$ cat src/rtl/vlb_pkg.sv
// Shared definitions for the VLB miss controller: PTE field layout,
// tracker metadata and the satp PPN slice.
package vlb_pkg;

    localparam int PTE_W       = 64;
    localparam int PTE_VLD     = 0;
    localparam int PTE_ATTR_LO = 1;
    localparam int PTE_ATTR_W  = 4;
    localparam int PTE_MPN_LO  = 10;
    localparam int PTE_ERR     = 63;

    localparam int LINE_W      = 512;
    localparam int WSEL_W      = 3;
    localparam int SATP_PPN_W  = 44;

    // Per-entry bookkeeping that does not depend on the channel/slot widths.
    typedef struct packed {
        logic              killed;
        logic [WSEL_W-1:0] wsel;
    } trk_meta_t;

    function automatic logic [SATP_PPN_W-1:0] satp_ppn(input logic [63:0] satp);
        return satp[SATP_PPN_W-1:0];
    endfunction

endpackage

$ cat src/rtl/vlb_rr_arb.sv
// Round-robin arbiter for VLB miss channels: one-hot grant, priority
// pointer moves to the channel after each accepted winner.
module vlb_rr_arb #(
    parameter int N_CH = 3,
    parameter int CH_W = (N_CH > 1) ? $clog2(N_CH) : 1
) (
    input  logic            clock,
    input  logic            reset,
    input  logic [N_CH-1:0] req,
    input  logic            en,
    output logic [N_CH-1:0] gnt,
    output logic [CH_W-1:0] gnt_idx,
    output logic            gnt_any
);

    logic [CH_W-1:0] ptr_q;
    logic            found;
    logic [CH_W-1:0] win;

    // NOTE: every always_comb output gets a default first so no latch is inferred.
    always_comb begin
        int c;
        c     = 0;
        found = 1'b0;
        win   = '0;
        for (int i = 0; i < N_CH; i++) begin
            c = int'(ptr_q) + i;
            if (c >= N_CH) c = c - N_CH;
            if (!found && req[c]) begin
                found = 1'b1;
                win   = CH_W'(c);
            end
        end
    end

    assign gnt_any = found && en;
    assign gnt_idx = win;
    assign gnt     = gnt_any ? (N_CH'(1) << win) : '0;

    // NOTE: state registers use non-blocking <=; blocking = stays inside always_comb.
    always_ff @(posedge clock or negedge reset) begin
        if (!reset) begin
            ptr_q <= '0;
        end else if (gnt_any) begin
            ptr_q <= (int'(win) == N_CH - 1) ? '0 : win + CH_W'(1);
        end
    end

endmodule

$ cat src/rtl/vlb_miss_ctl.sv
// VLB miss controller: arbitrates channel misses onto one memory port,
// tracks outstanding lines in order and returns the extracted PTE as a fill.
module vlb_miss_ctl
    import vlb_pkg::*;
#(
    parameter int N_CH  = 3,
    parameter int DEPTH = 4,
    parameter int IDX_W = 4,
    parameter int VPN_W = 27,
    parameter int MPN_W = 44,
    parameter int MCN_W = 58
) (
    input  logic                  clock,
    input  logic                  reset,
    input  logic [N_CH-1:0]       vlb_req_i_valid,
    output logic [N_CH-1:0]       vlb_req_i_ready,
    input  logic [N_CH*IDX_W-1:0] vlb_req_i_bits_idx,
    input  logic [N_CH*VPN_W-1:0] vlb_req_i_bits_vpn,
    input  logic [N_CH-1:0]       vlb_kill_i,
    output logic [N_CH-1:0]       vlb_fill_o_valid,
    output logic [IDX_W-1:0]      vlb_fill_o_bits_idx,
    output logic                  vlb_fill_o_bits_vld,
    output logic                  vlb_fill_o_bits_err,
    output logic [MPN_W-1:0]      vlb_fill_o_bits_mpn,
    output logic [3:0]            vlb_fill_o_bits_attr,
    output logic                  vlb_busy_o,
    input  logic                  mem_req_o_ready,
    output logic                  mem_req_o_valid,
    output logic [MCN_W-1:0]      mem_req_o_bits_mcn,
    output logic                  mem_resp_i_ready,
    input  logic                  mem_resp_i_valid,
    input  logic [LINE_W-1:0]     mem_resp_i_bits_data,
    input  logic [63:0]           satp_i
);

    localparam int CH_W  = (N_CH > 1) ? $clog2(N_CH) : 1;
    localparam int PTR_W = $clog2(DEPTH);
    localparam int CNT_W = $clog2(DEPTH + 1);

    typedef struct packed {
        logic [CH_W-1:0]  ch;
        logic [IDX_W-1:0] idx;
        trk_meta_t        meta;
    } trk_ent_t;

    trk_ent_t         trk_q [DEPTH];
    logic [PTR_W-1:0] wr_ptr_q, rd_ptr_q;
    logic [CNT_W-1:0] cnt_q, cnt_d, iss_q;
    logic             req_vld_q;
    logic [MCN_W-1:0] req_mcn_q;

    logic [N_CH-1:0]  fill_valid_q;
    logic [IDX_W-1:0] fill_idx_q;
    logic             fill_vld_q, fill_err_q;
    logic [3:0]       fill_attr_q;
    logic [MPN_W-1:0] fill_mpn_q;

    logic [CH_W-1:0]  gnt_ch;
    logic             acc, acc_en, full, issue, resp_fire, head_killed;
    logic [IDX_W-1:0] acc_idx;
    logic [VPN_W-1:0] acc_vpn;
    trk_ent_t         new_ent, head;
    logic [PTE_W-1:0] pte;
    logic             satp_unused;

    assign satp_unused = ^satp_i[63:SATP_PPN_W];

    // Full comes from the registered count, so a same-cycle free cannot make room.
    assign full   = (cnt_q == CNT_W'(DEPTH));
    assign acc_en = reset && !full && (!req_vld_q || mem_req_o_ready);

    vlb_rr_arb #(
        .N_CH (N_CH),
        .CH_W (CH_W)
    ) u_arb (
        .clock   (clock),
        .reset   (reset),
        .req     (vlb_req_i_valid & ~vlb_kill_i),
        .en      (acc_en),
        .gnt     (vlb_req_i_ready),
        .gnt_idx (gnt_ch),
        .gnt_any (acc)
    );

    assign acc_idx = vlb_req_i_bits_idx[int'(gnt_ch)*IDX_W +: IDX_W];
    assign acc_vpn = vlb_req_i_bits_vpn[int'(gnt_ch)*VPN_W +: VPN_W];
    assign new_ent = '{ch: gnt_ch, idx: acc_idx,
                       meta: '{killed: 1'b0, wsel: acc_vpn[WSEL_W-1:0]}};

    assign issue            = req_vld_q && mem_req_o_ready;
    assign mem_resp_i_ready = (iss_q != '0);
    assign resp_fire        = mem_resp_i_valid && mem_resp_i_ready;

    // A kill landing on the answering cycle still suppresses that fill.
    assign head        = trk_q[rd_ptr_q];
    assign head_killed = head.meta.killed || vlb_kill_i[head.ch];
    assign pte         = mem_resp_i_bits_data[{head.meta.wsel, 6'b0} +: PTE_W];

    always_comb begin
        cnt_d = cnt_q;
        if (acc && !resp_fire)      cnt_d = cnt_q + CNT_W'(1);
        else if (!acc && resp_fire) cnt_d = cnt_q - CNT_W'(1);
    end

    // NOTE: tracker payload is not reset; pointers and count define which slots are live.
    always_ff @(posedge clock) begin
        for (int e = 0; e < DEPTH; e++) begin
            for (int c = 0; c < N_CH; c++) begin
                if (vlb_kill_i[c] && trk_q[e].ch == CH_W'(c)) trk_q[e].meta.killed <= 1'b1;
            end
        end
        if (acc) trk_q[wr_ptr_q] <= new_ent;
    end

    always_ff @(posedge clock or negedge reset) begin
        if (!reset) begin
            wr_ptr_q     <= '0;
            rd_ptr_q     <= '0;
            cnt_q        <= '0;
            iss_q        <= '0;
            req_vld_q    <= 1'b0;
            req_mcn_q    <= '0;
            vlb_busy_o   <= 1'b0;
            fill_valid_q <= '0;
            fill_idx_q   <= '0;
            fill_vld_q   <= 1'b0;
            fill_err_q   <= 1'b0;
            fill_attr_q  <= '0;
            fill_mpn_q   <= '0;
        end else begin
            cnt_q      <= cnt_d;
            vlb_busy_o <= (cnt_d != '0);
            if (acc)       wr_ptr_q <= wr_ptr_q + PTR_W'(1);
            if (resp_fire) rd_ptr_q <= rd_ptr_q + PTR_W'(1);

            if (issue && !resp_fire)      iss_q <= iss_q + CNT_W'(1);
            else if (!issue && resp_fire) iss_q <= iss_q - CNT_W'(1);

            if (acc) begin
                req_vld_q <= 1'b1;
                req_mcn_q <= MCN_W'(satp_ppn(satp_i)) + MCN_W'(acc_vpn >> 3);
            end else if (issue) begin
                req_vld_q <= 1'b0;
            end

            fill_valid_q <= (resp_fire && !head_killed) ? (N_CH'(1) << head.ch) : '0;
            if (resp_fire) begin
                fill_idx_q  <= head.idx;
                fill_vld_q  <= pte[PTE_VLD];
                fill_err_q  <= pte[PTE_ERR];
                fill_attr_q <= pte[PTE_ATTR_LO +: PTE_ATTR_W];
                fill_mpn_q  <= pte[PTE_MPN_LO +: MPN_W];
            end
        end
    end

    assign mem_req_o_valid      = req_vld_q;
    assign mem_req_o_bits_mcn   = req_mcn_q;
    assign vlb_fill_o_valid     = fill_valid_q;
    assign vlb_fill_o_bits_idx  = fill_idx_q;
    assign vlb_fill_o_bits_vld  = fill_vld_q;
    assign vlb_fill_o_bits_err  = fill_err_q;
    assign vlb_fill_o_bits_attr = fill_attr_q;
    assign vlb_fill_o_bits_mpn  = fill_mpn_q;

endmodule

$ cat config.mk
export PLATFORM = sky130hd
export DESIGN_NAME = vlb_miss_ctl
export DESIGN_NICKNAME = d
export VERILOG_FILES = /design/src/rtl/vlb_pkg.sv /design/src/rtl/vlb_rr_arb.sv /design/src/rtl/vlb_miss_ctl.sv
export SDC_FILE = /design/constraint.sdc
export NUM_CORES = 1
export LEC_CHECK = 0
export BUFFER_PORTS_ARGS = -buffer_cell sky130_fd_sc_hd__buf_2
export CORE_AREA = 2 2 315 317
export CTS_BUF_LIST = sky130_fd_sc_hd__clkbuf_16
export DETAILED_ROUTE_END_ITERATION = 8
export DIE_AREA = 0 0 317 319
export PLACE_DENSITY = 0.3
export SETUP_SLACK_MARGIN = 0.15
export SYNTH_ARGS = -nofsm -noshare
export SYNTH_HDL_FRONTEND = slang
export SYNTH_SLANG_ARGS = --single-unit
export TNS_END_PERCENT = 1
$ cat constraint.sdc
create_clock -name clock -period 7 [get_ports clock]
set_input_delay 1.4 -clock clock [delete_from_list [all_inputs] [get_ports clock]]
set_output_delay 1.4 -clock clock [all_outputs]
set_load 0.05 [all_outputs]
---- Yosys cells after proc, flatten, opt, wreduce, memory -nomap -nowiden ----
Memory sizes are Yosys's and may differ from the RTL's.
Index checks and enable logic that the tools add are counted.
word-level totals
  flip-flop bits (word level) ............. 129
  RAM bits ................................ 40
  input port bits ......................... 679
  output and inout bits ................... 121
  logic and storage cells ................. 166
  memories ................................ 1
cells by class
  add/subtract/negate cells ............... 13
  multipliers ............................. 1
  magnitude comparators ................... 7
  eq/ne operators ......................... 10
  shift-type cells ........................ 5
  muxes and demuxes ....................... 63
  bitwise gates (word level) .............. 10
  reductions and logical operators ........ 42
memory list
  memory  depth  bits a word  rd ports  clocked after memory_dff  write ports  line                source
  trk_q   4      10           5         0                         5            vlb_miss_ctl.sv:46  trk_ent_t trk_q [DEPTH];
operators with widths
  cell                                                                                   count
  512-bit by 10-bit variable part select with 64-bit output                              1
  32-bit by 4-bit less-than comparator with 1-bit output (second input constant)         3
  32-bit 2-to-1 mux                                                                      3
  81-bit by 8-bit variable part select with 27-bit output                                1
  32-bit by 3-bit greater-or-equal comparator with 1-bit output (second input constant)  2
  32-bit by 3-bit subtractor with 32-bit output (second input constant)                  2
  1-bit 2-to-1 mux                                                                       46
  44-bit by 24-bit adder with 45-bit output                                              1
  1-bit logical AND                                                                      24
  3-bit 2-to-1 mux                                                                       6
  12-bit by 5-bit variable part select with 4-bit output                                 1
  2-bit equality test (second input constant)                                            5
  1-bit binary-select mux with 2-bit select                                              4
  2-bit by 1-bit equality test with 1-bit output (second input constant)                 4
  1-bit logical NOT                                                                      8
  2-bit logical NOT                                                                      4
  2-bit 2-to-1 mux                                                                       4
  1-bit bitwise OR                                                                       8
  2-bit by 5-bit multiplier with 7-bit output (second input constant)                    1
  2-bit by 1-bit adder with 2-bit output (second input constant)                         3
  3-bit by 1-bit adder with 3-bit output (second input constant)                         2
  3-bit nonzero test                                                                     2
  1-bit by 2-bit left shift with 3-bit output (first input constant)                     2
  3-bit by 1-bit subtractor with 3-bit output (second input constant)                    2
  other kinds (10)                                                                       12

---- Depth between registers and ports, before layout ----
Gate-level depths: netlist of the first run.
  depth in word-level cells ............... 18
  mapped depth ............................ 25

---- By module ----
A second synthesis of the first run with hierarchy kept.
second synthesis, totals
  cell total of the unflattened synthesis .. 1089
  area total of the unflattened synthesis .. 11790.1 um^2
by module, submodules not included
  module        instances  cells an instance  area an instance (um^2)  sequential area each (um^2)
  vlb_miss_ctl  1          1033               11342.1                  4013.8
  vlb_rr_arb    1          56                 447.9                    50.0

---- Least setup slack after synthesis of the first run ----
OpenSTA, ideal clock, no wires.
  kind .................................... input-to-reg
  from .................................... in vlb_req_i_valid[1]
  to ...................................... reg req_mcn_q[31], in the netlist mem_req_o_bits_mcn[31]
  setup time .............................. 0.130 ns
  data arrival time ....................... 4.934 ns
  data required time ...................... 6.870 ns
  slack ................................... 1.935 ns
  stages on the path ...................... 20
  buffers on the path ..................... 3
  cell sequence ........................... nor2b_1 > a32o_1 > o31ai_2 > nor2b_1 > a22oi_1 > buf_2 > and2_1 > buf_4 > buf_6 > nand2_1 > o21ai_0 > ha_1 > a211oi_4 > o22ai_2 > o211ai_2 > o221ai_2 > a2111oi_4 > nor3_1 > xnor2_1 > o21ai_1
between the ends
  word-level cells in the longest chain between the ends .. 14
  elaborated cells between the ends (all ways) .. 24
RTL lines
  element                                                  line                 source
  start, declared                                          vlb_miss_ctl.sv:15   input logic [N_CH-1:0] vlb_req_i_valid,
  3-bit bitwise AND *                                      vlb_miss_ctl.sv:78   .req (vlb_req_i_valid & ~vlb_kill_i),
  1-bit binary-select mux with 2-bit select                vlb_rr_arb.sv:29     if (!found && req[c]) begin
  1-bit 2-to-1 mux (not written as such) (2 in a row)      vlb_rr_arb.sv:29
  1-bit 2-to-1 mux                                         vlb_rr_arb.sv:29
  1-bit logical NOT                                        vlb_rr_arb.sv:29
  1-bit logical AND                                        vlb_rr_arb.sv:29
  1-bit 2-to-1 mux                                         vlb_rr_arb.sv:29
  1-bit logical NOT                                        vlb_rr_arb.sv:29
  1-bit logical AND                                        vlb_rr_arb.sv:29
  2-bit 2-to-1 mux                                         vlb_rr_arb.sv:29
  2-bit by 5-bit multiplier with 7-bit output              vlb_miss_ctl.sv:86   assign acc_vpn = vlb_req_i_bits_vpn[int'(gnt_ch)*VPN_W +: VPN_W];
  81-bit by 8-bit variable part select with 27-bit output  vlb_miss_ctl.sv:86
  44-bit by 24-bit adder with 45-bit output                vlb_miss_ctl.sv:141  req_mcn_q <= MCN_W'(satp_ppn(satp_i)) + MCN_W'(acc_vpn >> 3);
  end signal, assigned                                     vlb_miss_ctl.sv:141
  end, declared                                            vlb_miss_ctl.sv:50   logic [MCN_W-1:0] req_mcn_q;
Mark *: on every way between the ends. The rest lies on a longest branch, timed or not. The select of a mux whose other input is x is not followed.
A chain may end at the register's enable or synchronous reset.

---- Final worst setup path of the first run ----
  from .................................... in vlb_kill_i[2]
  to ...................................... reg req_mcn_q[39], in the netlist mem_req_o_bits_mcn[39]
between the ends
  word-level cells in the longest chain between the ends .. 15
  elaborated cells between the ends (all ways) .. 25
RTL lines
  element                                                  line                 source
  start, declared                                          vlb_miss_ctl.sv:19   input logic [N_CH-1:0] vlb_kill_i,
  3-bit inverter *                                         vlb_miss_ctl.sv:78
  3-bit bitwise AND *                                      vlb_miss_ctl.sv:78
  1-bit binary-select mux with 2-bit select                vlb_rr_arb.sv:29
  1-bit 2-to-1 mux (not written as such) (2 in a row)      vlb_rr_arb.sv:29
  1-bit 2-to-1 mux                                         vlb_rr_arb.sv:29
  1-bit logical NOT                                        vlb_rr_arb.sv:29
  1-bit logical AND                                        vlb_rr_arb.sv:29
  1-bit 2-to-1 mux                                         vlb_rr_arb.sv:29
  1-bit logical NOT                                        vlb_rr_arb.sv:29
  1-bit logical AND                                        vlb_rr_arb.sv:29
  2-bit 2-to-1 mux                                         vlb_rr_arb.sv:29
  2-bit by 5-bit multiplier with 7-bit output              vlb_miss_ctl.sv:86
  81-bit by 8-bit variable part select with 27-bit output  vlb_miss_ctl.sv:86
  44-bit by 24-bit adder with 45-bit output                vlb_miss_ctl.sv:141
Marked as above.

==> results of run 1 <==
==> power groups by stage <==
stage	combinational (uW)	sequential [uW]	clock (uW)
after floorplan	3060	2530	0
after global placement	5640	1570	0
after detailed placement	5670	1580	0
after CTS	5690	1570	1100
after global routing	6030	1610	1130
final	5540	1560	1030
==> state kept, by name (all words and copies together), names as in the netlist <==
register              flops
vlb_fill_o_bits_err       1
vlb_fill_o_valid          3
iss_q                     3
u_arb.ptr_q               2
vlb_fill_o_bits_vld       1
vlb_fill_o_bits_mpn      44
wr_ptr_q                  2
mem_req_o_valid           1
cnt_q                     3
vlb_fill_o_bits_idx       4
trk_q                    40
vlb_fill_o_bits_attr      4
vlb_busy_o                1
rd_ptr_q                  2
mem_req_o_bits_mcn       45
==> stage by stage <==
| stage | instance area (um^2) | cells | total power, uW | utilization, % |
|---|---|---|---|---|
| finish | 16800 | 2968 | 8130 | 17.2 |
| global placement | 16100 | 2934 | 7220 | 16.5 |
| CTS | 16800 | 2966 | 8360 | 17.2 |
| global route | 16800 | 2968 | 8760 | 17.2 |
| floorplan | 11500 | 1061 | 5590 | - |
| detailed placement | 16100 | 2934 | 7250 | 16.5 |
==> metal layers <==
| metal | part of all wire (%) | vias to the layer above | global-route usage, % | routed length [um] |
|---|---|---|---|---|
| li1 | - | 5161 | - | - |
| met3 | 6.5 | 95 | 3.22 | 4190 |
| met4 | 2.0 | 10 | 3.09 | 1250 |
| met1 | 39 | 5477 | 13.5 | 24800 |
| met5 | 0.091 | - | 0 | 58 |
| met2 | 53 | 500 | 23.0 | 33600 |
==> cell type report <==
| class | count | area [um^2] |
|---|---|---|
| Fill cell | 11033 | 80900 |
| Multi-Input combinational cell | 802 | 6970 |
| Sequential cell | 156 | 4060 |
| Timing Repair Buffer | 672 | 3430 |
| Tap cell | 1287 | 1610 |
| Clock buffer | 17 | 425 |
| Clock inverter | 15 | 194 |
| Inverter | 17 | 66.3 |
| Antenna cell | 2 | 5.00 |
==> worst max-delay path, delay by kind of cell <==
family / cells / cell delay [ps]
AO/OA/AOI/OAI: 10 / 2670
XOR/XNOR: 1 / 260
adder cells (fa/ha/maj): 1 / 330
buffers and inverters: 3 / 600
AND/OR/NAND/NOR: 4 / 1020
==> cell families (layout without fill, tap and decap cells) <==
logic type	count (synthesis)	in the layout	synth area share (%)
fa+ha+maj	37	37	4.17
xor+xnor	44	44	3.36
mux	197	197	29.2
simple gates	290	290	11.8
other cells	1	15	0.0327
flops	156	156	35.4
compound gates	221	221	11.5
buf+inv	103	721	4.43
==> worst paths after layout <==
| kind | start | depth (start not counted) | slack, ps | to |
|---|---|---|---|---|
| min in group asynchronous | reset | 1 | 860 | mem_req_o_bits_mcn[14]$_DFFE_PN0P_ |
| max | vlb_kill_i[2] | 19 | 1040 | mem_req_o_bits_mcn[39]$_DFFE_PN0P_ |
| max reg2reg | u_arb.ptr_q[0]$_DFFE_PN0P_ | 19 | 1420 | mem_req_o_bits_mcn[39]$_DFFE_PN0P_ |
| max in group asynchronous | reset | 2 | 5040 | vlb_fill_o_bits_mpn[19]$_DFFE_PN0P_ |
| min | iss_q[2]$_DFFE_PN0P_ | 1 | 460 | iss_q[2]$_DFFE_PN0P_ |
| min reg2reg | iss_q[2]$_DFFE_PN0P_ | 1 | 460 | iss_q[2]$_DFFE_PN0P_ |
==> layout by cell type (no fill, tap or decap), types with 29 or more instances in the layout <==
master                     synthesis  routed
sky130_fd_sc_hd__xnor2_1          32      32
sky130_fd_sc_hd__o21ai_0         117     117
sky130_fd_sc_hd__mux4_2          110     107
sky130_fd_sc_hd__a21oi_1          30      30
sky130_fd_sc_hd__buf_2            37     653
sky130_fd_sc_hd__mux2i_1          86      86
sky130_fd_sc_hd__edfxtp_1         36      36
sky130_fd_sc_hd__nor2_1           29      29
sky130_fd_sc_hd__dfrtp_1         116     116
sky130_fd_sc_hd__nand2_1         166     166
sky130_fd_sc_hd__ha_1             35      35
==> out/results.tsv, run 1 <==
stage	metric	value	unit
run_status	run status	finished clean	
synthesis	Mean Syn Cell Area	10.9	um^2
detailed_routing	routed wire length per instance	21.5	um
detailed_routing	remaining number of nets flagged by the antenna check after routing	0	
synthesis	count of mapped cells out of synthesis	1049	
timing	minimum setup slack in the final design	1040	ps
global_route	global routing usage summed across all routing layers	12.3	%
power	part of the power in combinational logic	68.1	%
floorplan	Horiz. Die Dim	317	um
clock_tree	clock slew at reported path FFs	70	ps
clock_tree	number of buffers inserted by hold repair at cts	0	
place	Final Wtd Congestion	0.830	
global_route	vias in the first global route	11969	
timing	setup-violating endpoint count in the final report	0	
detailed_routing	DRC violations left	0	
timing	Tcrit/Tclk final	85.2	%
cells_and_area	ratio of cells with drive above 1 in the final layout	50.2	%
timing	WHS	463	ps
clock_tree	post-cts repair resize count	0	
detailed_routing	average vias per placed instance	3.79	
worst_setup_path	critical path peak fanout	9	
timing	clock period minus final worst setup slack	5960	ps
power	Seq pwr share	19.1	%
place	pre-CTS setup slack	498	ps
global_route	global route total overflow	0	
job	count of max-cap constraint violations	0	
synthesis	post-synthesis register bit count	156	
floorplan	core area	97700	um^2
worst_setup_path	Worst EP required	7330	ps
power	LEAKAGE	0.00756	uW
global_route	number of antenna violations at the first check in global routing	33	
floorplan	starting utilization of the core area	11.7	%
synthesis	Synth cell types	69	
worst_setup_path	slowest cell delay on critical path	650	ps
floorplan	Std-Cell Rows	115	
power	fraction of power spent switching nets	52.4	%
worst_setup_path	Critical Path Most Common Cell	sky130_fd_sc_hd__o21ai_0	
timing	final worst clock skew	17.7	ps
cells_and_area	Final nets	2382	
timing	Final Hold Vio Count	0	
place	post-detailed-placement half-perimeter wirelength	53300	um
clock_tree	buffers from clock root to sink, at most	2	
floorplan	Die ar.	101000	um^2
synthesis	summed instance area of the synthesized netlist	11500	um^2
synthesis	Yosys warning count	0	
power	worst IR drop on VDD	195	uV
clock_tree	clock tree root buffer cell	sky130_fd_sc_hd__clkbuf_16	
global_route	maximum number of pins on one net before global-route repair	83	
power	Pwr Density	485	nW/um^2
power	share of total power in the clock network	12.7	%
worst_setup_path	ordered cell list for the critical path	buf_2 > inv_1 > a32o_1 > o31ai_2 > nor2b_1 > a2bb2o_2 > and2_1 > buf_4 > nand2_1 > o21ai_0 > ha_1 > a21oi_1 > o21ai_0 > o21ai_0 > o221ai_2 > a2111oi_4 > nor4_2 > xnor2_1 > o21ai_1	
worst_setup_path	Data arrival, critical path	6290	ps
floorplan	die extent in y	319	um
clock_tree	number of H-tree levels	4	
place	quantity of I/O buffers inserted on ports	654	
synthesis	sequential fraction of the synthesis area	35.4	%
synthesis	Yosys top cell area share	25.3	%
worst_setup_path	endpoint type of the worst setup path	flop	
clock_tree	buffer count from post-CTS setup fixing	0	
synthesis	async set-reset flop share out of synthesis	74.4	%
synthesis	leading cell type by number of instances after synthesis	sky130_fd_sc_hd__nand2_1	
power	sw power	4250	uW
timing	final max-slew violation count	0	
timing	Fmax achieved	0.168	GHz
clock_tree	clock tree from TritonCTS	built	
timing	final-layout setup total negative slack	0	ps
synthesis	Synth area leader	sky130_fd_sc_hd__dfrtp_1	
cells_and_area	Area Growth Syn to Fin	46.2	%
synthesis	main flop type after synthesis	sky130_fd_sc_hd__dfrtp_1	
global_route	first-pass GRT wire length	87400	um
worst_setup_path	critical path start-end classification	input pin to flop	
clock_tree	Worst-Skew Late Latency	490	ps
floorplan	top-level I/O count	800	
synthesis	number of flops mapped to enable cells by yosys	36	
power	Internal	3870	uW
synthesis	most common library cells after synthesis	sky130_fd_sc_hd__nand2_1, sky130_fd_sc_hd__o21ai_0, sky130_fd_sc_hd__dfrtp_1	
detailed_routing	routed wire length	63900	um
synthesis	leading cell types by total area after synthesis	sky130_fd_sc_hd__dfrtp_1, sky130_fd_sc_hd__mux4_2, sky130_fd_sc_hd__edfxtp_1	
detailed_routing	number of DRC markers in iteration 0	433	
timing	unrepaired setup endpoints after global routing	false	
worst_setup_path	slowest stage cell, crit path	sky130_fd_sc_hd__a2111oi_4	
detailed_routing	count of TritonRoute iterations in the first routing pass	4	
timing	worst slew pin tran	1030	ps
clock_tree	total clock buffers created by CTS	17	
timing	normalized max-slew margin	31.6	%
detailed_routing	total via count in the routed design	11243	
clock_tree	Clock Sinks	156	
worst_setup_path	startpoint class of the critical path	input pin	
hold_path	path class of the lowest-slack min-delay path	flop to flop	
Power figures use the tool's default switching activity.
==> inputs of run 2 (changes only) <==
--- a/config.mk
+++ b/config.mk
@@ -10,7 +10,7 @@
 export CTS_BUF_LIST = sky130_fd_sc_hd__clkbuf_16
 export DETAILED_ROUTE_END_ITERATION = 8
 export DIE_AREA = 0 0 317 319
-export PLACE_DENSITY = 0.3
+export GPL_TIMING_DRIVEN = 0
 export SETUP_SLACK_MARGIN = 0.15
 export SYNTH_ARGS = -nofsm -noshare
 export SYNTH_HDL_FRONTEND = slang
==> run 2 against run 1 <==
Cell area increased by 1.7%. Sequential share of layout area fell by 0.40 points. Clock power is 4% lower. Die area did not move. Global-route usage is 0.66 points higher. Hold slack improved by 12 ps. Critical path type unchanged. Highest routed layer unchanged.
==> out/results.tsv, run 2 (synthesis gave the netlist of run 1 again) <==
stage	metric	value	unit
floorplan	Horiz. Die Dim	317	um
worst_setup_path	critical path start-end classification	input pin to flop	
detailed_routing	routed wire length per instance	22.3	um
cells_and_area	most frequent standard cell in the layout excluding fill and tap cells	sky130_fd_sc_hd__buf_2	
timing	final max-slew violation count	0	
clock_tree	buffer count from post-CTS setup fixing	0	
cells_and_area	core occupancy in the finished layout	17.5	%
timing	setup-violating endpoint count in the final report	0	
worst_setup_path	ordered cell list for the critical path	buf_2 > inv_1 > a32o_1 > o31ai_2 > nor2b_1 > a2bb2o_1 > buf_2 > clkbuf_1 > o21ai_0 > ha_1 > a211oi_4 > o22ai_2 > o21ai_1 > o21ai_2 > a31oi_1 > nor3_1 > xnor2_1 > o21ai_0	
global_route	vias in the first global route	11769	
hold_path	path class of the lowest-slack min-delay path	flop to flop	
worst_setup_path	startpoint class of the critical path	input pin	
worst_setup_path	slowest stage cell, crit path	sky130_fd_sc_hd__a31oi_1	
timing	clock period minus final worst setup slack	6290	ps
timing	WHS	475	ps
clock_tree	clock tree root buffer cell	sky130_fd_sc_hd__clkbuf_16	
clock_tree	post-cts repair resize count	0	
place	pre-CTS setup slack	186	ps
detailed_routing	total via count in the routed design	11768	
place	Final Wtd Congestion	0.871	
floorplan	top-level I/O count	800	
power	Pwr Density	502	nW/um^2
timing	Tcrit/Tclk final	89.9	%
worst_setup_path	largest delay contributor family on the critical path	compound AO/OA/AOI/OAI gates	
power	worst IR drop on VDD	248	uV
clock_tree	clock tree from TritonCTS	built	
timing	Final Hold Vio Count	0	
timing	minimum setup slack in the final design	707	ps
global_route	global routing usage summed across all routing layers	12.9	%
detailed_routing	number of DRC markers in iteration 0	680	
cells_and_area	Final nets	2450	
run_status	run status	finished clean	
clock_tree	Worst-Skew Late Latency	500	ps
clock_tree	total clock buffers created by CTS	17	
cells_and_area	ratio of cells with drive above 1 in the final layout	50.1	%
timing	normalized max-slew margin	22.6	%
timing	unrepaired setup endpoints after global routing	false	
worst_setup_path	Data arrival, critical path	6660	ps
worst_setup_path	critical path peak fanout	10	
timing	final worst clock skew	16.5	ps
timing	worst slew pin tran	1160	ps
timing	Fmax achieved	0.159	GHz
detailed_routing	remaining number of nets flagged by the antenna check after routing	0	
detailed_routing	DRC violations left	0	
floorplan	die extent in y	319	um
worst_setup_path	r2r setup slk	1170	ps
global_route	global route total overflow	0	
floorplan	core area	97700	um^2
place	quantity of I/O buffers inserted on ports	653	
worst_setup_path	Worst EP required	7370	ps
cells_and_area	commonest non-fill, non-tap cells in the layout	sky130_fd_sc_hd__buf_2, sky130_fd_sc_hd__nand2_1, sky130_fd_sc_hd__o21ai_0, sky130_fd_sc_hd__dfrtp_1, sky130_fd_sc_hd__mux4_2	
detailed_routing	routed wire length	67900	um
clock_tree	buffers from clock root to sink, at most	2	
clock_tree	Clock Sinks	156	
floorplan	Die ar.	101000	um^2
power	LEAKAGE	0.00774	uW
global_route	number of antenna violations at the first check in global routing	22	
global_route	first-pass GRT wire length	89600	um
cells_and_area	Area Growth Syn to Fin	48.7	%
floorplan	Std-Cell Rows	115	
clock_tree	number of buffers inserted by hold repair at cts	0	
worst_setup_path	slowest cell delay on critical path	650	ps
cells_and_area	number of flip-flops under the largest register name	45	
clock_tree	number of H-tree levels	4	
global_route	maximum number of pins on one net before global-route repair	69	
worst_setup_path	buffers plus inverters on the worst setup path	4	
worst_setup_path	endpoint type of the worst setup path	flop	
floorplan	starting utilization of the core area	11.7	%
clock_tree	clock slew at reported path FFs	80	ps
detailed_routing	average vias per placed instance	3.87	
place	post-detailed-placement half-perimeter wirelength	56600	um
job	count of max-cap constraint violations	0	
detailed_routing	count of TritonRoute iterations in the first routing pass	5	
[run 2: cell count changes in the layout (fill, tap and decap cells not counted), sizes merged]
cell | before | now
buf | 672 | 712
clkbuf | 17 | 45
diode | 2 | 10
bufinv | 1 | 0
inv | 24 | 25
[run 2: through the flow]
stage / std cells / power, uW / instance area, um^2 / TNS (ps)
global placement: 3001 / 7650 / 16400 / -906
floorplan: 1061 / 5590 / 11500 / 0
global route: 3039 / 9160 / 17000 / 0
detailed placement: 3002 / 7710 / 16400 / 0
CTS: 3034 / 8750 / 17000 / 0
finish: 3044 / 8560 / 17000 / 0
[run 2: final cells by class]
class | instances | area (um^2)
fillers | 10891 | 80700
multi-input cells | 802 | 6940
flip-flops and latches | 156 | 4060
repair buffers | 654 | 3300
well taps | 1287 | 1610
plain buffers | 86 | 447
clock buffers | 17 | 425
clock inverters | 15 | 170
inverters | 17 | 63.8
diodes | 10 | 25.0
[run 2: worst register-to-register path, stage by stage, from the launching register on]
cell and delay, ps:
sky130_fd_sc_hd__dfrtp_1 390, sky130_fd_sc_hd__inv_1 100, sky130_fd_sc_hd__ha_1 240, sky130_fd_sc_hd__buf_2 170, sky130_fd_sc_hd__a32o_1 240, sky130_fd_sc_hd__o31ai_2 280
sky130_fd_sc_hd__nor2b_1 240, sky130_fd_sc_hd__a2bb2o_1 170, sky130_fd_sc_hd__buf_2 320, sky130_fd_sc_hd__clkbuf_1 540, sky130_fd_sc_hd__o21ai_0 360, sky130_fd_sc_hd__ha_1 480
sky130_fd_sc_hd__a211oi_4 340, sky130_fd_sc_hd__o22ai_2 140, sky130_fd_sc_hd__o21ai_1 410, sky130_fd_sc_hd__o21ai_2 190, sky130_fd_sc_hd__a31oi_1 650, sky130_fd_sc_hd__nor3_1 160
sky130_fd_sc_hd__xnor2_1 200, sky130_fd_sc_hd__o21ai_0 90
[run 2: final timing paths]
kind	start	to	cells after the start
max	vlb_kill_i[2]	mem_req_o_bits_mcn[37]$_DFFE_PN0P_	18
min	iss_q[2]$_DFFE_PN0P_	iss_q[2]$_DFFE_PN0P_	1
max reg2reg	u_arb.ptr_q[0]$_DFFE_PN0P_	mem_req_o_bits_mcn[37]$_DFFE_PN0P_	19
min reg2reg	iss_q[2]$_DFFE_PN0P_	iss_q[2]$_DFFE_PN0P_	1
max in group asynchronous	reset	vlb_fill_o_bits_mpn[40]$_DFFE_PN0P_	2
min in group asynchronous	reset	mem_req_o_bits_mcn[14]$_DFFE_PN0P_	1
[run 2: where the power goes]
group          switching, uW  leakage, uW  internal (uW)
logic                   3960      0.00567           2050
clock network            509     0.000289            480
registers                200      0.00178           1360
[run 2: routing by layer]
layer	track usage (%)	share of wire (%)	vias to the layer above
met5	0	0.10	-
met1	15.5	41	5741
li1	-	-	5316
met3	3.48	7.5	74
met4	4.70	2.7	12
met2	22.1	48	625
